`config.mk`:
```
export PLATFORM = sky130hd
export DESIGN_NAME = addr_seq_ctrl_flat
export DESIGN_NICKNAME = d
export VERILOG_FILES = /design/src/rtl/addr_seq_pkg.sv /design/src/rtl/addr_seq_if.sv /design/src/rtl/addr_seq_wait_timer.sv /design/src/rtl/addr_seq_ctrl.sv /design/src/flat_wrapper.sv
export SDC_FILE = /design/constraint.sdc
export NUM_CORES = 1
export LEC_CHECK = 0
export BUFFER_PORTS_ARGS = -buffer_cell sky130_fd_sc_hd__buf_2
export CAP_MARGIN = 20
export CORE_AREA = 2 2 42 44
export CTS_CLUSTER_DIAMETER = 100
export DETAILED_ROUTE_END_ITERATION = 16
export DIE_AREA = 0 0 44 46
export PLACE_DENSITY = 0.7
export SYNTH_ARGS = -nofsm -noshare
export SYNTH_HDL_FRONTEND = slang
export SYNTH_SLANG_ARGS = --single-unit
export TNS_END_PERCENT = 1
```
`constraint.sdc`:
```
create_clock -name clk -period 3.7 [get_ports clk]
set_input_delay 0.74 -clock clk [delete_from_list [all_inputs] [get_ports clk]]
set_output_delay 0.74 -clock clk [all_outputs]
set_load 0.05 [all_outputs]
```
`src/rtl/addr_seq_pkg.sv`:
```
// Shared encodings for the address-register sequencer: AR source selects,
// controller states and requester (owner) codes.
package addr_seq_pkg;

    // AR source select driven onto ar_sel.
    typedef enum logic [1:0] {
        AR_HOLD = 2'b00,
        AR_ALU  = 2'b01,
        AR_INC  = 2'b10,
        AR_PC   = 2'b11
    } ar_sel_e;

    // Controller states: IDLE arbitrates and loads AR, ACCESS runs the memory handshake.
    typedef enum logic {
        IDLE   = 1'b0,
        ACCESS = 1'b1
    } state_e;

    // Which requester owns the transaction in flight.
    typedef enum logic {
        OWN_IF = 1'b0,
        OWN_DP = 1'b1
    } owner_e;

endpackage

```
`src/rtl/addr_seq_if.sv`:
```
// Bundle of request, AR-control and memory-handshake signals around the
// address sequencer. The master side is the environment (control unit,
// address register and memory); the slave side is the sequencer itself.
interface addr_seq_if #(
    parameter int COUNT_W = 5
);
    logic               if_req;
    logic               if_ack;
    logic               dp_req;
    logic               dp_we;
    logic [COUNT_W-1:0] dp_count;
    logic               dp_ack;
    logic               dp_done;
    logic [1:0]         ar_sel;
    logic               ar_write;
    logic               ar_out_en;
    logic [1:0]         addr_lsb;
    logic               mem_req;
    logic               mem_we;
    logic               mem_rdy;
    logic               busy;
    logic               err;

    modport master (
        output if_req, dp_req, dp_we, dp_count, addr_lsb, mem_rdy,
        input  if_ack, dp_ack, dp_done, ar_sel, ar_write, ar_out_en,
               mem_req, mem_we, busy, err
    );

    modport slave (
        input  if_req, dp_req, dp_we, dp_count, addr_lsb, mem_rdy,
        output if_ack, dp_ack, dp_done, ar_sel, ar_write, ar_out_en,
               mem_req, mem_we, busy, err
    );
endinterface

```
`src/rtl/addr_seq_wait_timer.sv`:
```
// Memory wait-state timer: counts cycles with mem_rdy low inside one word
// access and flags expiry once WAIT_MAX cycles have been spent waiting.
module addr_seq_wait_timer #(
    parameter int WAIT_MAX = 15,
    parameter int WAIT_W   = 4
) (
    input  logic clk,
    input  logic rst_n,
    input  logic clear,
    input  logic enable,
    output logic expired
);

    logic [WAIT_W-1:0] count;

    assign expired = (count == WAIT_W'(WAIT_MAX));

    // Wait counter: clear wins, then count up and park at WAIT_MAX.
    always_ff @(posedge clk or negedge rst_n) begin
        // NOTE: non-blocking assignments keep every register updating from pre-edge values, avoiding simulation races.
        if (!rst_n) begin
            count <= '0;
        end else if (clear) begin
            count <= '0;
        end else if (enable && !expired) begin
            count <= count + WAIT_W'(1);
        end
    end

endmodule

```
`src/rtl/addr_seq_ctrl.sv`:
```
// Address-register sequencer. Arbitrates fetch (PC bus) against data (ALU
// bus) requests with alternating priority, loads AR, runs the memory
// handshake and steps block transfers through the AR incrementer.
// Optional build macro ALIGN_CHECK_EN: aborts any word whose AR bits [1:0]
// are non-zero instead of issuing the memory request.
module addr_seq_ctrl
    import addr_seq_pkg::*;
#(
    parameter int COUNT_W  = 5,
    parameter int WAIT_MAX = 15,
    parameter int WAIT_W   = 4
) (
    input logic      clk,
    input logic      rst_n,
    addr_seq_if.slave bus
);

    state_e             state,    state_n;
    owner_e             owner,    owner_n;
    logic               we_q,     we_n;
    logic [COUNT_W-1:0] word_cnt, word_cnt_n;
    logic               prio_if,  prio_if_n;
    logic               grant_dp;
    logic               tmr_clear;
    logic               tmr_en;
    logic               tmr_expired;
    logic               misaligned;

`ifdef ALIGN_CHECK_EN
    assign misaligned = (bus.addr_lsb != 2'b00);
`else
    logic unused_addr_lsb;
    assign unused_addr_lsb = ^bus.addr_lsb;
    assign misaligned      = 1'b0;
`endif

    // Data wins unless fetch is also pending and fetch holds the priority token.
    assign grant_dp = bus.dp_req && !(bus.if_req && prio_if);

    addr_seq_wait_timer #(
        .WAIT_MAX (WAIT_MAX),
        .WAIT_W   (WAIT_W)
    ) u_wait_timer (
        .clk     (clk),
        .rst_n   (rst_n),
        .clear   (tmr_clear),
        .enable  (tmr_en),
        .expired (tmr_expired)
    );

    // State register plus the transaction context latched at grant.
    always_ff @(posedge clk or negedge rst_n) begin
        if (!rst_n) begin
            state    <= IDLE;
            owner    <= OWN_IF;
            we_q     <= 1'b0;
            word_cnt <= '0;
            prio_if  <= 1'b0;
        end else begin
            state    <= state_n;
            owner    <= owner_n;
            we_q     <= we_n;
            word_cnt <= word_cnt_n;
            prio_if  <= prio_if_n;
        end
    end

    // Next-state and output decode; grant only in IDLE, ack/done/err only in ACCESS.
    always_comb begin
        // NOTE: every output and next-state variable gets a default first, so no path can infer a latch.
        state_n       = state;
        owner_n       = owner;
        we_n          = we_q;
        word_cnt_n    = word_cnt;
        prio_if_n     = prio_if;
        tmr_clear     = 1'b1;
        tmr_en        = 1'b0;
        bus.ar_sel    = AR_HOLD;
        bus.ar_write  = 1'b0;
        bus.ar_out_en = 1'b0;
        bus.mem_req   = 1'b0;
        bus.mem_we    = 1'b0;
        bus.busy      = 1'b0;
        bus.if_ack    = 1'b0;
        bus.dp_ack    = 1'b0;
        bus.dp_done   = 1'b0;
        bus.err       = 1'b0;

        case (state)
            IDLE: begin
                if (bus.dp_req || bus.if_req) begin
                    bus.ar_write = 1'b1;
                    bus.ar_sel   = grant_dp ? AR_ALU : AR_PC;
                    owner_n      = grant_dp ? OWN_DP : OWN_IF;
                    we_n         = grant_dp && bus.dp_we;
                    word_cnt_n   = grant_dp ? bus.dp_count : '0;
                    prio_if_n    = !prio_if;
                    state_n      = ACCESS;
                end
            end

            ACCESS: begin
                bus.busy      = 1'b1;
                bus.ar_out_en = 1'b1;
                bus.mem_req   = 1'b1;
                bus.mem_we    = we_q;
                tmr_clear     = 1'b0;
                if (misaligned) begin
                    bus.mem_req = 1'b0;
                    bus.mem_we  = 1'b0;
                    bus.err     = 1'b1;
                    tmr_clear   = 1'b1;
                    state_n     = IDLE;
                end else if (bus.mem_rdy) begin
                    tmr_clear = 1'b1;
                    if (owner == OWN_DP) begin
                        bus.dp_ack = 1'b1;
                    end else begin
                        bus.if_ack = 1'b1;
                    end
                    if (word_cnt != '0) begin
                        // More words: step AR by one word and keep the bus.
                        word_cnt_n   = word_cnt - COUNT_W'(1);
                        bus.ar_sel   = AR_INC;
                        bus.ar_write = 1'b1;
                    end else begin
                        bus.dp_done = (owner == OWN_DP);
                        state_n     = IDLE;
                    end
                end else if (tmr_expired) begin
                    bus.err   = 1'b1;
                    tmr_clear = 1'b1;
                    state_n   = IDLE;
                end else begin
                    tmr_en = 1'b1;
                end
            end

            default: state_n = IDLE;
        endcase
    end

endmodule

```
`src/flat_wrapper.sv`:
```
// flat-port wrapper written by rule: the top's interface ports become plain ports
module addr_seq_ctrl_flat import addr_seq_pkg::*;
#(
    parameter int COUNT_W  = 5,
    parameter int WAIT_MAX = 15,
    parameter int WAIT_W   = 4
)
  (clk, rst_n, bus_if_req, bus_dp_req, bus_dp_we, bus_dp_count, bus_addr_lsb, bus_mem_rdy, bus_if_ack, bus_dp_ack, bus_dp_done, bus_ar_sel, bus_ar_write, bus_ar_out_en, bus_mem_req, bus_mem_we, bus_busy, bus_err);
  addr_seq_if #(.COUNT_W(COUNT_W)) bus_i ();
  input logic clk;
  input logic rst_n;
  input wire logic [$bits(bus_i.if_req)-1:0] bus_if_req;
  input wire logic [$bits(bus_i.dp_req)-1:0] bus_dp_req;
  input wire logic [$bits(bus_i.dp_we)-1:0] bus_dp_we;
  input wire logic [$bits(bus_i.dp_count)-1:0] bus_dp_count;
  input wire logic [$bits(bus_i.addr_lsb)-1:0] bus_addr_lsb;
  input wire logic [$bits(bus_i.mem_rdy)-1:0] bus_mem_rdy;
  output wire logic [$bits(bus_i.if_ack)-1:0] bus_if_ack;
  output wire logic [$bits(bus_i.dp_ack)-1:0] bus_dp_ack;
  output wire logic [$bits(bus_i.dp_done)-1:0] bus_dp_done;
  output wire logic [$bits(bus_i.ar_sel)-1:0] bus_ar_sel;
  output wire logic [$bits(bus_i.ar_write)-1:0] bus_ar_write;
  output wire logic [$bits(bus_i.ar_out_en)-1:0] bus_ar_out_en;
  output wire logic [$bits(bus_i.mem_req)-1:0] bus_mem_req;
  output wire logic [$bits(bus_i.mem_we)-1:0] bus_mem_we;
  output wire logic [$bits(bus_i.busy)-1:0] bus_busy;
  output wire logic [$bits(bus_i.err)-1:0] bus_err;
  assign bus_i.if_req = bus_if_req;
  assign bus_i.dp_req = bus_dp_req;
  assign bus_i.dp_we = bus_dp_we;
  assign bus_i.dp_count = bus_dp_count;
  assign bus_i.addr_lsb = bus_addr_lsb;
  assign bus_i.mem_rdy = bus_mem_rdy;
  assign bus_if_ack = bus_i.if_ack;
  assign bus_dp_ack = bus_i.dp_ack;
  assign bus_dp_done = bus_i.dp_done;
  assign bus_ar_sel = bus_i.ar_sel;
  assign bus_ar_write = bus_i.ar_write;
  assign bus_ar_out_en = bus_i.ar_out_en;
  assign bus_mem_req = bus_i.mem_req;
  assign bus_mem_we = bus_i.mem_we;
  assign bus_busy = bus_i.busy;
  assign bus_err = bus_i.err;
  addr_seq_ctrl #(.COUNT_W(COUNT_W), .WAIT_MAX(WAIT_MAX), .WAIT_W(WAIT_W)) u_core (.clk(clk), .rst_n(rst_n), .bus(bus_i));
endmodule
```
After elaboration in Yosys (flattened, before gate mapping)
Index checks and enable logic that the tools add are counted.

Output and inout bits: 11. Bits of input ports: 13. Register bits after elaboration: 13.

$add $sub $neg: 2. Muxes and demuxes: 38. Bitwise gates (word level): 1. Equality and inequality tests: 4. Reductions and logical operators: 12.

Operators with widths (number): $mux W1 (24); $mux W5 (4); $pmux W5 S2 (1); $mux W2 (4); $mux W4 (2); $reduce_bool A5 Y1 (1); $sub A5 B1 Y5 const B (1); $add A4 B1 Y4 const B (1); $eq A4 B4 Y1 const B (1); $logic_and A1 B1 Y1 (4); $ne A2 B2 Y1 const B (2); $pmux W1 S2 (2); $pmux W2 S2 (1); $logic_not A1 Y1 (3); $reduce_and A3 Y1 (1); $ne A2 B1 Y1 const B (1); $reduce_and A2 Y1 (1); $reduce_bool A2 Y1 (1); $logic_or A1 B1 Y1 (1); $not A1 Y1 (1).

Longest topological paths before layout
Gate-level depths: netlist of the first run.

Depth after elaboration: 7. Mapped depth: 6. Mapped depth without buffers: 6.

Modules after synthesis
A second synthesis of the first run with hierarchy kept.

Cell total of the unflattened synthesis: 79. Area total of the unflattened synthesis: 765.7 um^2.

By module, submodules not included: addr_seq_ctrl (cells each 59, area each 536.8 um^2, times used 1); addr_seq_wait_timer (cells each 20, area each 229.0 um^2, times used 1).

Least setup slack after synthesis of the first run
No wires, ideal clock.

Kind: flip-flop to output port. Start: register u_core.state. End: output bus_ar_sel[1]. Setup slack: 912 ps. Arrival time: 2048 ps. Buffers on the path: 0. Cell stages (with the launch flop): 3. Cells stage by stage: dfrtp_1 o21bai_4 o21ai_0.

Cells in the longest elaborated chain, start to end: 2.

RTL lines: start: declaration (line addr_seq_ctrl.sv:18) `state_e state, state_n;`; start signal: assignment (line addr_seq_ctrl.sv:60) `state <= state_n;`; $not A1 Y1 (no source line); $pmux W2 S2 (*) (line addr_seq_ctrl.sv:89) `case (state)`; end: declaration (line flat_wrapper.sv:21) `output wire logic [$bits(bus_i.ar_sel)-1:0] bus_ar_sel;`.

Every way passes the cells marked *; elsewhere a longest branch is shown, timed or not.

Worst setup path after layout of the first run
Start: register u_core.word_cnt[0]. End: output bus_ar_write.

Cells in the longest elaborated chain, start to end: 4.

RTL lines: start: declaration (line addr_seq_ctrl.sv:21) `logic [COUNT_W-1:0] word_cnt, word_cnt_n;`; start signal: assignment (line addr_seq_ctrl.sv:63) `word_cnt <= word_cnt_n;`; $reduce_bool A5 Y1 (line addr_seq_ctrl.sv:121) `if (word_cnt != '0) begin`; $mux W1 (line addr_seq_ctrl.sv:121); $mux W1 (line addr_seq_ctrl.sv:114) `end else if (bus.mem_rdy) begin`; $pmux W1 S2 (line addr_seq_ctrl.sv:89); end: declaration (line flat_wrapper.sv:22) `output wire logic [$bits(bus_i.ar_write)-1:0] bus_ar_write;`.

Every way passes these cells.

==> results.cfg, run 1 <==
[synthesis]
synth_nets = 88
synthTopCellsByArea = dfrtp_1, nor2_1, nand2_1, ha_1, nand3_1
yosys.area.top_type = dfrtp_1
netlist_instances = 73
synth-seq-area-share_pct = 44.8
synth_seq_cells = 13
synth_top_cell_area_share_pct = 44.8
yosysWarningCount = 0
synth_cell_type_count = 32
avgSynthCellArea_um2 = 9.94
syn_area_um2 = 726

[critical_path]
crit_buf_inv = 3
critPathSlowestCell = or4b_4
crit_path_start_kind = flip-flop
crit_family = simple AND/OR/NAND/NOR gates
cp_max_fo = 8
crit_chain = inv_1 > ha_1 > or4b_4 > a31oi_4 > inv_2 > buf_2
crit_path_end_kind = output pin
crit_type = reg2out
cpPeakStageDelay_ns = 0.51
cp.required_ns = 2.96
cp.arrival_ns = 2.12

[power_and_ir_drop]
pwr-share-comb_pct = 55.4
power_uw = 790
leakage_uw = 0.000431
ir_worst_vdd_mv = 0.288
p_int_uw = 391
swShare_pct = 50.6
switchingPower_uw = 400
pwr-share-clk_pct = 11.6
power_density_nw_per_um2 = 919
seq_power_share_pct = 33.0

[route]
detailedRoute.firstIterationViolations = 14
first_pass_iters = 4
wl_per_cell_um = 12.5
finalWirelength_um = 1400
post_drt_via_cell_ratio = 5.31
route.detailed.drc = 0
antenna_left = 0
dr_total_vias = 595

[cts]
ctsRootBufferMaster = clkbuf_4
cts_tree = built
cts.sinks = 13
clock_path_buffers = 2
cts_resized = 0
h-tree-depth = 1
hold_buffers = 0
numCtsBuffers = 3
post_cts_buffers = 0
clk_pin_slew_ns = 0.08
insertion_delay_ns = 0.28

[timing]
rsz0062_at_grt = false
drv_slew = 0
setup_tns_ns = 0
hold_slack_ns = 0.324
slew_headroom_pct = 65.5
setup_viol_count_final = 0
clock_skew_ns = 0.00450
finalHoldViolations = 0
worst_slew_pin_slew_ns = 0.518
fmax_mhz = 350
post-route-min-period_ns = 2.86
fin_crit_sh_pct = 77.3

[finish]
drive_gt1_share_pct = 32.6
n_antenna_cell = 0
fin_nets = 111
syn2layout_area_growth_pct = 18.4
utilization_pct = 53.3
num-fill-cells = 153

[place]
gp_congestion = 0.788
dp_hpwl_um = 1100
io_buffer_count = 21

[grt]
grt.overflow.total = 0
grt_pass1_wl_um = 2310
grt_antenna_before_repair = 0
grt_use_total_pct = 16.0
grt_pass1_vias = 555
grt_max_degree = 19

[floorplanning]
coreArea_um2 = 1610
std_cell_rows = 15
die_area_um2 = 2020
start_util_pct = 45.0
die_y_um = 46
die_w_um = 44
io_pins = 24

[run]
cap_violations = 0

[hold_path]
hold_path.class = in2async

[status]
status = complete, no violations
## cell usage in the layout (no fill, tap or decap), types with 2 or more instances in the layout
cell type / synthesis / layout
buf_2: 0 / 21
dfrtp_1: 13 / 13
nor2_1: 8 / 8
nand2_1: 7 / 7
nand3_1: 5 / 5
inv_1: 4 / 4
o21ai_1: 3 / 3
clkbuf_4: 0 / 3
nand2b_1: 2 / 2
o21ai_0: 2 / 2
nor2b_1: 2 / 2
a2bb2oi_1: 2 / 2
xnor2_1: 2 / 2
ha_1: 2 / 2
## metrics by stage
stage / instances / worst slack, ns / cell area, um^2
after global routing: 112 / 0.686 / 860
after global placement: 108 / 1.16 / 833
final: 112 / 0.839 / 860
after detailed placement: 108 / 1.15 / 833
after floorplan: 73 / 0.912 / 726
after CTS: 112 / 0.826 / 860
## state kept, by name, indices dropped and copies added, names as in the netlist
signal                     cells
u_core.state                   1
u_core.owner                   1
u_core.prio_if                 1
u_core.word_cnt                5
u_core.u_wait_timer.count      4
u_core.we_q                    1
## cell usage after synthesis (all sizes together)
library cell	number
dfrtp	13
nor2	8
nand2	7
o21ai	6
inv	5
nand3	5
a2bb2oi	2
buf	2
ha	2
nand2b	2
nor2b	2
xnor2	2
a21boi	1
a21o	1
a22o	1
a31oi	1
a32oi	1
and2	1
and2b	1
and3	1
clkbuf	1
mux2	1
mux2i	1
o211ai	1
o21bai	1
o22a	1
o311ai	1
or4b	1
xor2	1
## path summary, 6_finish.rpt
path / from / to / slack, ns / cells past startpoint
max in group asynchronous: rst_n / u_core.word_cnt[4]$_DFFE_PN0P_ / 3.15 / 1
worst min-delay path: rst_n / u_core.state$_DFF_PN0_ / 0.32 / 1
min in group clk: u_core.u_wait_timer.count[0]$_DFFE_PN0P_ / u_core.u_wait_timer.count[0]$_DFFE_PN0P_ / 0.49 / 1
worst min register to register: u_core.u_wait_timer.count[0]$_DFFE_PN0P_ / u_core.u_wait_timer.count[0]$_DFFE_PN0P_ / 0.49 / 1
worst max register to register: u_core.word_cnt[0]$_DFFE_PN0P_ / u_core.word_cnt[3]$_DFFE_PN0P_ / 1.87 / 5
worst max-delay path: u_core.word_cnt[0]$_DFFE_PN0P_ / bus_ar_write / 0.84 / 6
## power groups by stage
stage	Sequential [uW]	Clock, uW	Combinational [uW]
floorplan	260	0	364
global placement	262	0	431
detailed placement	265	0	443
CTS	262	94.2	443
global route	272	99.3	481
finish	261	91.6	438
## cells by family (layout without fill, tap and decap cells)
kind of cell    after synthesis  count (layout)  share of synthesized area (%)
flops                        13              13                           44.8
compound gates               17              17                           20.5
buf+inv                       8              30                           5.17
fa+ha+maj                     2               2                           3.45
simple gates                 28              28                           19.5
mux                           2               2                           2.93
xor+xnor                      3               3                           3.62
## cell type report
type / instances / area (um^2) / area share, %
Sequential cell: 13 / 325 / 37.8
Multi-Input combinational cell: 52 / 363 / 42.2
Inverter: 5 / 18.8 / 2.18
Clock buffer: 4 / 26.3 / 3.06
Timing Repair Buffer: 21 / 105 / 12.2
Tap cell: 17 / 21.3 / 2.47
## layer usage
metal  share of wire (%)  up-vias  track usage, %
met5                   0        -               0
met4                 2.4        0            10.3
met3                 6.8        4            4.76
met2                  46       20            27.1
met1                  45      273            17.3
li1                    -      298               -
(Power assumes the default switching activity.)
==> inputs of run 2 (changes only) <==
==> constraint.sdc (replaced) <==
create_clock -name clk -period 2.9 [get_ports clk]
set_input_delay 0.58 -clock clk [delete_from_list [all_inputs] [get_ports clk]]
set_output_delay 0.58 -clock clk [all_outputs]
set_load 0.05 [all_outputs]
==> run 2 against run 1 <==
Setup slack worse by 0.64 ns. Sequential power is 17% higher. Critical path type unchanged. Global-route usage is 0.15 points lower. Via count is 2.2% higher. Critical path depth stayed put. Core utilization is 0.47 points higher. Clock skew is 0.0056 ns higher. Count of clock-buffer cells in the layout stayed put. Hold slack worse by 0.16 ns. Flip-flop and latch count stayed put. Power is 28% higher.
==> results.cfg, run 2 (synthesized netlist as in run 1, its figures left out) <==
[status]
status = complete, no violations

[timing]
post-route-min-period_ns = 2.71
clock_skew_ns = 0.0101
setup_tns_ns = 0
fmax_mhz = 370
finalWorstSetupSlack_ns = 0.195
finalHoldViolations = 0
fin_crit_sh_pct = 93.3
slew_headroom_pct = 72.7
setup_viol_count_final = 0
drv_slew = 0
rsz0062_at_grt = false
worst_slew_pin_slew_ns = 0.409

[cts]
cts.sinks = 13
cts_resized = 0
cts_tree = built
clk_pin_slew_ns = 0.08
hold_buffers = 0
ctsRootBufferMaster = clkbuf_4
insertion_delay_ns = 0.28
post_cts_buffers = 0
numCtsBuffers = 3
h-tree-depth = 1
clock_path_buffers = 2

[critical_path]
crit_path_end_kind = output pin
crit_buf_inv = 3
crit_path_start_kind = flip-flop
cp.required_ns = 2.32
rrSetupSlack_ns = 1.06
cp.arrival_ns = 2.13
critPathSlowestCell = or4b_4
crit_family = simple AND/OR/NAND/NOR gates
crit_chain = inv_1 > ha_1 > or4b_4 > a31oi_4 > inv_2 > buf_2
cpPeakStageDelay_ns = 0.51
cp_max_fo = 8
crit_type = reg2out

[finish]
largestRegisters = u_core.word_cnt: 5 flops, u_core.u_wait_timer.count: 4 flops
fin_nets = 112
largest_reg_flops = 5
utilization_pct = 53.7
final_cell_mix = buf_2, dfrtp_1, nor2_1, nand2_1, nand3_1
syn2layout_area_growth_pct = 19.5
layout_commonest_cell = buf_2
n_antenna_cell = 0
drive_gt1_share_pct = 33.3
regMostFlops = u_core.word_cnt

[route]
route.detailed.drc = 0
first_pass_iters = 4
detailedRoute.firstIterationViolations = 4
antenna_left = 0
post_drt_via_cell_ratio = 5.38
dr_total_vias = 608
wl_per_cell_um = 12.0
finalWirelength_um = 1350

[place]
gp_congestion = 0.784
place_ws_ns = 0.510
io_buffer_count = 21
dp_hpwl_um = 1070

[power_and_ir_drop]
swShare_pct = 49.9
seq_power_share_pct = 30.1
pwr-share-comb_pct = 58.7
switchingPower_uw = 504
p_int_uw = 507
power_density_nw_per_um2 = 1170
leakage_uw = 0.000436
ir_worst_vdd_mv = 0.444
pwr-share-clk_pct = 11.2

[floorplanning]
die_y_um = 46
die_w_um = 44
die_area_um2 = 2020
coreArea_um2 = 1610
start_util_pct = 45.0
std_cell_rows = 15
io_pins = 24

[grt]
grt_pass1_wl_um = 2250
grt.overflow.total = 0
grt_max_degree = 18
grt_use_total_pct = 15.8
grt_antenna_before_repair = 0
grt_pass1_vias = 526

[run]
cap_violations = 0

[hold_path]
hold_path.class = in2async
[run 2: changes by cell type in the layout (fill, tap and decap cells not counted), sizes merged]
| cell | delta |
|---|---|
| buf | +1 |
[run 2: path summary, 6_finish.rpt]
path,startpoint,end,depth (start not counted)
max reg2reg,u_core.word_cnt[0]$_DFFE_PN0P_,u_core.word_cnt[3]$_DFFE_PN0P_,5
min reg2reg,u_core.u_wait_timer.count[0]$_DFFE_PN0P_,u_core.u_wait_timer.count[0]$_DFFE_PN0P_,1
max in group asynchronous,rst_n,u_core.word_cnt[2]$_DFFE_PN0P_,1
min,rst_n,u_core.u_wait_timer.count[0]$_DFFE_PN0P_,1
max,u_core.word_cnt[0]$_DFFE_PN0P_,bus_ar_write,6
min in group clk,u_core.u_wait_timer.count[0]$_DFFE_PN0P_,u_core.u_wait_timer.count[0]$_DFFE_PN0P_,1
[run 2: final cells by class]
cell class	count	area [um^2]
Fill cell	150	747
Multi-Input combinational cell	52	363
Sequential cell	13	325
Timing Repair Buffer	22	113
Clock buffer	4	26.3
Tap cell	17	21.3
Inverter	5	18.8
[run 2: metal layers]
layer | track usage [%] | vias up | part of all wire (%)
li1 | - | 299 | -
met4 | 8.48 | 0 | 0.67
met1 | 19.1 | 287 | 46
met3 | 4.76 | 2 | 7.5
met5 | 0 | - | 0
met2 | 25.3 | 20 | 46
[run 2: metrics by stage]
step           cell area (um^2)  hold slack (ns)  total power [uW]  cells
2_1_floorplan               726            0.284               796     73
3_3_place_gp                841            0.446               896    109
3_5_place_dp                841            0.480               908    109
4_1_cts                     867            0.168              1020    113
5_1_grt                     867            0.177              1090    113
6_report                    867            0.167              1010    113
[run 2: power groups by stage]
stage          logic [uW]  registers (uW)  clock network, uW
4_1_cts               602             305                118
2_1_floorplan         465             331                  0
6_report              594             305                113
5_1_grt               652             317                125
3_3_place_gp          590             306                  0
3_5_place_dp          600             308                  0
==> inputs of run 3 (changes only) <==
--- a/config.mk
+++ b/config.mk
@@ -12,6 +12,7 @@
 export DETAILED_ROUTE_END_ITERATION = 16
 export DIE_AREA = 0 0 44 46
 export PLACE_DENSITY = 0.7
+export SETUP_SLACK_MARGIN = 0.2
 export SYNTH_ARGS = -nofsm -noshare
 export SYNTH_HDL_FRONTEND = slang
 export SYNTH_SLANG_ARGS = --single-unit
==> run 3 against run 2 <==
Wire length grew 2.8%. Core utilization grew 0.47 points. Combinational power grew 2%. Flip-flop and latch count is the same. Sequential power is essentially flat. Register-to-register slack lost 0.03 ns. Non-clock buffer count grew 1. Fmax grew 4.8%. Global-route usage shrank 0.084 points. Sequential share of layout area shrank 0.32 points. Setup slack gained 0.12 ns.
==> results.cfg, run 3 (synthesized netlist as in run 1, its figures left out) <==
[status]
status = complete, no violations

[floorplanning]
die_y_um = 46
die_w_um = 44
std_cell_rows = 15
coreArea_um2 = 1610
io_pins = 24
start_util_pct = 45.0
die_area_um2 = 2020

[power_and_ir_drop]
p_int_uw = 516
switchingPower_uw = 511
leakage_uw = 0.000440
seq_power_share_pct = 29.8
power_density_nw_per_um2 = 1170
pwr-share-comb_pct = 59.1
ir_worst_vdd_mv = 0.445
power_uw = 1030
swShare_pct = 49.7
pwr-share-clk_pct = 11.1

[cts]
hold_buffers = 0
h-tree-depth = 1
clock_path_buffers = 2
clk_pin_slew_ns = 0.08
ctsRootBufferMaster = clkbuf_4
cts.sinks = 13
cts_tree = built
insertion_delay_ns = 0.28
numCtsBuffers = 3

[route]
detailedRoute.firstIterationViolations = 6
route.detailed.drc = 0
post_drt_via_cell_ratio = 5.43
antenna_left = 0
route.met2.wl_um = 632
dr_total_vias = 619
wl_met1_um = 645
finalWirelength_um = 1390
first_pass_iters = 4
dr_wl_met3_um = 102
topRoutingLayerUsed = met4
wl_per_cell_um = 12.2

[timing]
fin_crit_sh_pct = 89.0
clock_skew_ns = 0.00720
finalHoldViolations = 0
setup_tns_ns = 0
fmax_mhz = 387
drv_slew = 0
rsz0062_at_grt = false
post-route-min-period_ns = 2.58
worst_slew_pin_slew_ns = 0.400
setup_viol_count_final = 0
slew_headroom_pct = 73.3

[grt]
grt_max_degree = 18
grt_pass1_wl_um = 2240
grt.overflow.total = 0
grt_antenna_before_repair = 0
grt_use_total_pct = 15.7
grt_pass1_vias = 526

[run]
cap_violations = 0

[place]
io_buffer_count = 21
gp_congestion = 0.784
dpl.cell_count = 109
dp_hpwl_um = 1070

[finish]
regArea_um2 = 325
multi_input_area_um2 = 363
largestRegisters = u_core.word_cnt: 5 flops, u_core.u_wait_timer.count: 4 flops
finalNonFillerCells = 114
largest_reg_flops = 5
fin_nets = 113
syn2layout_area_growth_pct = 20.5
num-fill-cells = 147
drive_gt1_share_pct = 34.0
layout_commonest_cell = buf_2
final_cell_mix = buf_2, dfrtp_1, nor2_1, nand2_1, nand3_1
n_antenna_cell = 0
regMostFlops = u_core.word_cnt

[critical_path]
cpPeakStageDelay_ns = 0.51
critPathSlowestCell = or4b_4
cp.required_ns = 2.32
crit_chain = inv_1 > ha_1 > or4b_4 > and2b_2 > buf_2
crit_path_end_kind = output pin
cp.arrival_ns = 2.00
crit_path_start_kind = flip-flop
crit_type = reg2out
cp_max_fo = 4

[hold_path]
hold_path.class = in2async
==> run 3: path summary, 6_finish.rpt <==
path,from,to,slack [ns],cells past startpoint
setup / recovery,u_core.word_cnt[0]$_DFFE_PN0P_,bus_dp_done,0.32,5
hold / removal,rst_n,u_core.u_wait_timer.count[0]$_DFFE_PN0P_,0.17,1
setup reg to reg,u_core.word_cnt[0]$_DFFE_PN0P_,u_core.word_cnt[3]$_DFFE_PN0P_,1.03,6
hold reg to reg,u_core.u_wait_timer.count[0]$_DFFE_PN0P_,u_core.u_wait_timer.count[0]$_DFFE_PN0P_,0.49,1
max in group asynchronous,rst_n,u_core.word_cnt[2]$_DFFE_PN0P_,2.51,1
min in group clk,u_core.u_wait_timer.count[0]$_DFFE_PN0P_,u_core.u_wait_timer.count[0]$_DFFE_PN0P_,0.49,1
==> run 3: cell type report <==
class | instances | area share, %
Tap cell | 17 | 2.43
Timing Repair Buffer | 23 | 13.7
Sequential cell | 13 | 37.2
Inverter | 5 | 2.15
Clock buffer | 4 | 3.00
Multi-Input combinational cell | 52 | 41.5
==> run 3: repair_timing <==
action                                  CTS  global route
gates resized for setup                   0             0
setup buffers                             1             0
endpoints found under the setup margin    1             0
==> run 3: critical path: cells and delay by family (launching register included) <==
family / cells / cell delay [ns]
DFF: 1 / 0.41
and+or+nand+nor: 2 / 0.73
adders and majority gates: 1 / 0.23
buffers and inverters: 2 / 0.35
==> run 3: stage by stage <==
step                instance area, um^2  utilization, %  setup slack (ns)  hold WS (ns)
floorplan                           726               -             0.272         0.284
detailed placement                  841            52.1             0.510         0.480
CTS                                 875            54.2             0.308         0.168
global route                        875            54.2             0.207         0.177
global placement                    841            52.1             0.523         0.446
finish                              875            54.2             0.319         0.167
==> run 3: metal layers <==
metal / GRT usage, % / up-vias
li1: - / 301
met1: 18.4 / 297
met2: 26.5 / 19
met3: 4.76 / 2
met4: 7.27 / 0
met5: 0 / -
==> run 3: power groups by stage <==
stage | Combinational, uW | Sequential (uW) | Clock [uW]
finish | 607 | 306 | 114
global route | 663 | 316 | 125
CTS | 613 | 305 | 118
detailed placement | 600 | 308 | 0
global placement | 590 | 306 | 0
floorplan | 465 | 331 | 0
